==> config.mk <==
export PLATFORM = sky130hd
export DESIGN_NAME = symbol_aligner
export DESIGN_NICKNAME = d
export VERILOG_FILES = /design/src/rtl/symbol_pkg.sv /design/src/rtl/comma_detect.sv /design/src/rtl/symbol_aligner.sv
export SDC_FILE = /design/constraint.sdc
export NUM_CORES = 1
export LEC_CHECK = 0
export CORE_ASPECT_RATIO = 1.5
export CORE_MARGIN = 10
export CORE_UTILIZATION = 57
export DETAILED_ROUTE_END_ITERATION = 10
export PLACE_DENSITY = 0.78
export SLEW_MARGIN = 20
export SYNTH_ARGS = -nofsm -noshare
export SYNTH_HDL_FRONTEND = slang
export SYNTH_SLANG_ARGS = --single-unit
==> constraint.sdc <==
create_clock -name CLOCK -period 3.3 [get_ports CLOCK]
set_input_delay 0.825 -clock CLOCK [delete_from_list [all_inputs] [get_ports CLOCK]]
set_output_delay 0.825 -clock CLOCK [all_outputs]
set_load 0.01 [all_outputs]
==> src/rtl/symbol_pkg.sv <==
// Shared definitions for the receive-side symbol path: symbol width,
// K28.5 comma encodings in both running disparities, the aligner
// state encoding and a small phase-counter helper.
package symbol_pkg;

    localparam int SYM_W = 10;

    // K28.5 as a 10-bit value with bit 0 = 'a', the first bit on the line.
    localparam logic [SYM_W-1:0] K28_5_RDN = 10'h17C;
    localparam logic [SYM_W-1:0] K28_5_RDP = 10'h283;

    // Phase counter runs 0..PHASE_LAST; the edge with cnt == PHASE_LAST
    // samples the last bit of a symbol once alignment is known.
    localparam logic [3:0] PHASE_LAST = 4'd9;

    typedef enum logic [1:0] {
        ST_HUNT    = 2'd0,
        ST_CONFIRM = 2'd1,
        ST_LOCKED  = 2'd2
    } align_state_t;

    // Next value of the free-running symbol phase counter.
    function automatic logic [3:0] phase_next(input logic [3:0] phase);
        return (phase == PHASE_LAST) ? 4'd0 : phase + 4'd1;
    endfunction

endpackage

==> src/rtl/comma_detect.sv <==
// Combinational K28.5 comma detector. Accepts either running disparity.
// Kept standalone so the elastic-buffer SKP logic can reuse it.
module comma_detect
    import symbol_pkg::*;
(
    input  logic [SYM_W-1:0] sym,
    output logic             match
);

    assign match = (sym == K28_5_RDN) || (sym == K28_5_RDP);

endmodule

==> src/rtl/symbol_aligner.sv <==
// Serial-to-symbol aligner. Shifts in one bit per clock (LSB of each
// symbol first), hunts for K28.5 commas to find the 10-bit boundary,
// confirms it with further aligned commas and then holds lock until
// ERR_MAX consecutive off-boundary commas are seen.
//
// Output handshake: VALID is a one-cycle strobe with no back-pressure.
// OP and K_DET are meaningful only in the cycle VALID is high; OP holds
// its last value otherwise and K_DET is low. There is no ready signal,
// so a consumer must take the symbol in the strobe cycle.
module symbol_aligner
    import symbol_pkg::*;
#(
    parameter int LOCK_COMMAS = 2,
    parameter int ERR_MAX     = 3
) (
    input  logic             CLOCK,
    input  logic             RESET_L,
    input  logic             IS,
    output logic [SYM_W-1:0] OP,
    output logic             VALID,
    output logic             K_DET,
    output logic             LOCKED,
    output logic [1:0]       dbg_state
);

    localparam logic [7:0] LOCK_TGT = 8'(LOCK_COMMAS);
    localparam logic [7:0] ERR_TGT  = 8'(ERR_MAX);

    align_state_t     state;
    align_state_t     state_nxt;
    logic [SYM_W-1:0] sr;
    logic [SYM_W-1:0] nsr;
    logic [3:0]       cnt;
    logic [3:0]       cnt_nxt;
    logic [7:0]       confirm;
    logic [7:0]       confirm_nxt;
    logic [7:0]       err;
    logic [7:0]       err_nxt;
    logic             comma;
    logic             boundary;
    logic             emit;

    // All decisions look at the window including the bit sampled this
    // edge, so a symbol is emitted on the edge that takes its 10th bit.
    assign nsr = {IS, sr[SYM_W-1:1]};

    comma_detect u_comma_detect (
        .sym   (nsr),
        .match (comma)
    );

    // Boundary edges only exist once a phase has been chosen.
    assign boundary = (state != ST_HUNT) && (cnt == PHASE_LAST);

    assign dbg_state = state;

    // Next-state, counter and emission decisions.
    always_comb begin
        state_nxt   = state;
        cnt_nxt     = phase_next(cnt);
        confirm_nxt = confirm;
        err_nxt     = err;
        emit        = 1'b0;
        case (state)
            ST_HUNT: begin
                // Any comma fixes the phase: this edge is the boundary.
                if (comma) begin
                    cnt_nxt     = 4'd0;
                    confirm_nxt = 8'd1;
                    err_nxt     = 8'd0;
                    emit        = 1'b1;
                    state_nxt   = (LOCK_TGT <= 8'd1) ? ST_LOCKED : ST_CONFIRM;
                end
            end
            ST_CONFIRM: begin
                if (boundary) begin
                    emit = 1'b1;
                    if (comma) begin
                        confirm_nxt = confirm + 8'd1;
                        if (confirm_nxt >= LOCK_TGT) begin
                            state_nxt = ST_LOCKED;
                            err_nxt   = 8'd0;
                        end
                    end
                end else if (comma) begin
                    // Lock not yet trusted: follow the comma to its phase.
                    cnt_nxt     = 4'd0;
                    confirm_nxt = 8'd1;
                    emit        = 1'b1;
                end
            end
            ST_LOCKED: begin
                if (boundary) begin
                    emit = 1'b1;
                    if (comma) begin
                        err_nxt = 8'd0;
                    end
                end else if (comma) begin
                    // Misplaced comma: counted, never used to realign here.
                    // The comma that trips the limit is dropped; hunting
                    // resumes from the following edge.
                    if (err + 8'd1 >= ERR_TGT) begin
                        state_nxt   = ST_HUNT;
                        err_nxt     = 8'd0;
                        confirm_nxt = 8'd0;
                    end else begin
                        err_nxt = err + 8'd1;
                    end
                end
            end
            default: begin
                state_nxt = ST_HUNT;
            end
        endcase
    end

    // State, shift register, counters and registered outputs.
    always_ff @(posedge CLOCK or negedge RESET_L) begin
        if (!RESET_L) begin
            state   <= ST_HUNT;
            sr      <= '0;
            cnt     <= 4'd0;
            confirm <= 8'd0;
            err     <= 8'd0;
            OP      <= '0;
            VALID   <= 1'b0;
            K_DET   <= 1'b0;
            LOCKED  <= 1'b0;
        end else begin
            state   <= state_nxt;
            sr      <= nsr;
            cnt     <= cnt_nxt;
            confirm <= confirm_nxt;
            err     <= err_nxt;
            VALID   <= emit;
            K_DET   <= emit && comma;
            LOCKED  <= (state_nxt == ST_LOCKED);
            if (emit) begin
                OP <= nsr;
            end
        end
    end

endmodule

==> impl_metrics.env <==
export IMPL_fill_cells=317
export IMPL_synth_nets=215
export IMPL_finalCriticalPeriod_ps=2784
export IMPL_grt_use_total=0.1384
export IMPL_postCtsSetupRepairBufs=0
export IMPL_grt_pass1_vias=1685
export IMPL_root_buffer="clkbuf_8"
export IMPL_setup_violations=0
export IMPL_max_freq_mhz=359.2
export IMPL_fin_nets=238
export IMPL_cellPowerDensity_mw_per_mm2=601.3
export IMPL_numClockSinks=44
export IMPL_io_pins=18
export IMPL_initial_core_util=0.5845
export IMPL_min_to="sr[2]"
export IMPL_synthFlopType="dfrtp_1"
export IMPL_synth_edff_count=0
export IMPL_cellLeakagePower_nw=1.187
export IMPL_synth_area_mm2=0.002293
export IMPL_synthSimpleGateAreaFrac=0.2002
export IMPL_rrSetupSlack_ps=620
export IMPL_cp_arrival_ps=3020
export IMPL_finalCritPeriodShare=0.8436
export IMPL_worst_setup_path_start_kind="input port"
export IMPL_crit_fanout=8
export IMPL_wl_per_cell_um=17.01
export IMPL_coreArea_mm2=0.003924
export IMPL_ys_async_sr_fraction=1.000
export IMPL_synth_xor_area_share=0.007638
export IMPL_drv_cap=0
export IMPL_hp_class="flip-flop to flip-flop"
export IMPL_rows=28
export IMPL_power_w=0.001574
export IMPL_hold_ws_ps=423.1
export IMPL_comb_power_share=0.293
export IMPL_synth_compound_area_frac=0.1664
export IMPL_critPathKind="input port to flip-flop"
export IMPL_yosys_register_bits=44
export IMPL_dp_cells=264
export IMPL_drive_above_1_share=0.1366
export IMPL_clockBufferDepth=2
export IMPL_die_x_um=71.79
export IMPL_p_clk_frac=0.257
export IMPL_worstHoldStart="sr[3]"
export IMPL_vias_per_cell=6.246
export IMPL_vias=1699
export IMPL_ys_seq_area_frac=0.4801
export IMPL_cp_end_kind="flip-flop"
export IMPL_p_int_w=0.001110
export IMPL_htreeDepth=2
export IMPL_clk_latency_ps=300
export IMPL_hold_viol_final=0
export IMPL_preCtsSetupSlack_ps=222.1
export IMPL_required_ps=3540
export IMPL_synth_top_area_frac=0.4801
export IMPL_grt_pass1_wl_mm=8.107
export IMPL_min_path_cells=0
export IMPL_rsz0062_at_grt="no"
export IMPL_ctsResizeCount=0
export IMPL_timing_rr_start="dbg_state[0]"
export IMPL_port_buffer_count=17
export IMPL_globalRouteOverflowTotal=0
export IMPL_ant_nets=0
export IMPL_die_area_mm2=0.007013
export IMPL_synthCells=203
export IMPL_drc=0
export IMPL_worstRegToRegCells=8
export IMPL_worst_slew_pin_slew_ps=958.1
export IMPL_fin_worst_skew_ps=5.980
export IMPL_vdd_drop_max_uv=493.1
export IMPL_drt_iter0_markers=77
export IMPL_relSlewSlack=0.3612
export IMPL_synth_top_family_by_area="simple AND/OR/NAND/NOR gates"
export IMPL_grt_antenna_before_repair=0
export IMPL_drt_total_wl_mm=4.626
export IMPL_area_growth_pct=14.13
export IMPL_synthAdderAreaFrac=0.04910
export IMPL_n_antenna_cell=0
export IMPL_ctsHoldBuffers=0
export IMPL_p_sw_frac=0.2944
export IMPL_mostFrequentLayoutCell="dfrtp_1"
export IMPL_first_pass_iters=5
export IMPL_r2r_end="confirm[0]"
export IMPL_setup_slack_ps=516.0
export IMPL_pwr_share_seq=0.450
export IMPL_cts_buffers=5
export IMPL_path_clk_slew_ps=80
export IMPL_synth_mux_area_frac=0.07092
export IMPL_grt_max_degree=45
export IMPL_dieHeight_um=97.69
export IMPL_cts_tree="built"
export IMPL_yosysUniqueCellTypes=52
export IMPL_finalSetupTns_ps=0
export IMPL_mostFrequentLayoutCells="dfrtp_1 (44), clkdlybuf4s50_1 (16), nor2_1 (14)"
export IMPL_gp_congestion=0.8624
export IMPL_hpwl_mm=3.353
export IMPL_p_switching_w=0.0004633
export IMPL_drv_slew=0
export IMPL_synth_area_leaders="dfrtp_1 (48%), mux2_4 (5.2%), ha_1 (4.9%)"
export IMPL_stdcell_count=272
export IMPL_yosys_area_top_type="dfrtp_1"
export IMPL_status="finished clean"
export IMPL_yosys_warnings=0
export IMPL_avgSynthCellArea_um2=11.30
power by group through the flow:
stage	registers [W]	logic [W]	clock network, W
detailed placement	0.000721	0.000464	0
floorplan	0.000738	0.000228	0
global route	0.000726	0.000505	0.000425
finish	0.000709	0.000461	0.000404
CTS	0.000712	0.000468	0.000412
global placement	0.000714	0.000448	0
cell type report:
type	count	area, µm²	share of cell area
multi-input combinational	149	1134	0.4331
clock inverter	2	35.03	0.01338
sequential	44	1101	0.4207
timing repair buffer	19	192.7	0.07361
clock buffer	6	72.57	0.02772
tap	45	56.30	0.02151
inverter	7	26.28	0.01004
Yosys cell counts, types with 2 or more instances:
cell	count
a21o_1	2
dfrtp_1	44
o31ai_1	6
and2_1	4
nor2_1	14
and3_1	5
mux2_2	2
mux2i_1	2
nor2b_1	7
inv_1	7
nand2_1	12
o21ai_0	12
a22o_1	6
or4_1	2
ha_1	9
nand3b_1	2
mux2_4	8
nand3_1	5
a211o_1	2
nor3_1	8
nor4_1	2
nand2b_1	5
a21oi_1	6
a211oi_1	2
xnor2_1	2
per-stage QoR:
| stage | util | instance area (µm²) |
|---|---|---|
| 4_1_cts | 0.6671 | 2618 |
| 3_3_place_gp | 0.6397 | 2510 |
| 2_1_floorplan | - | 2293 |
| 6_report | 0.6671 | 2618 |
| 3_5_place_dp | 0.6397 | 2510 |
| 5_1_grt | 0.6671 | 2618 |
worst max-delay path, cell delays in order:
cell and delay (ps):
clkdlybuf4s50_1 460, or2b_1 270, nor4_1 470, nor2_1 260, a21o_1 320, o31ai_1 250, a22o_1 170
logic make-up after synthesis:
family,after synthesis
mux,12
flops,44
compound gates,48
xor+xnor,2
fa+ha+maj,9
buf+inv,10
simple gates,78
metal layers:
metal | part of all wire | track usage
met2 | 0.50 | 0.2228
met3 | 0.066 | 0.04499
met1 | 0.41 | 0.1589
met5 | 0 | 0
met4 | 0.030 | 0.06577
worst max path at each step:
| stage | from | to | slack (ps) | cells past startpoint |
|---|---|---|---|---|
| 5_1_grt | IS | confirm[5] | 260 | 7 |
| 3_3_place_gp | IS | OP[1] | 300 | 8 |
| 6_report | IS | confirm[6] | 520 | 7 |
| 4_1_cts | IS | confirm[3] | 530 | 7 |
| 3_5_place_dp | IS | confirm[6] | 220 | 7 |
| 2_1_floorplan | IS | OP[0] | 820 | 7 |
flip-flops by register name (all words and copies together), names as in the netlist:
name	cells
dbg_state	2
VALID	1
LOCKED	1
err	8
confirm	8
K_DET	1
sr	9
cnt	4
OP	10
No activity file was read; power rests on OpenSTA's default activity.
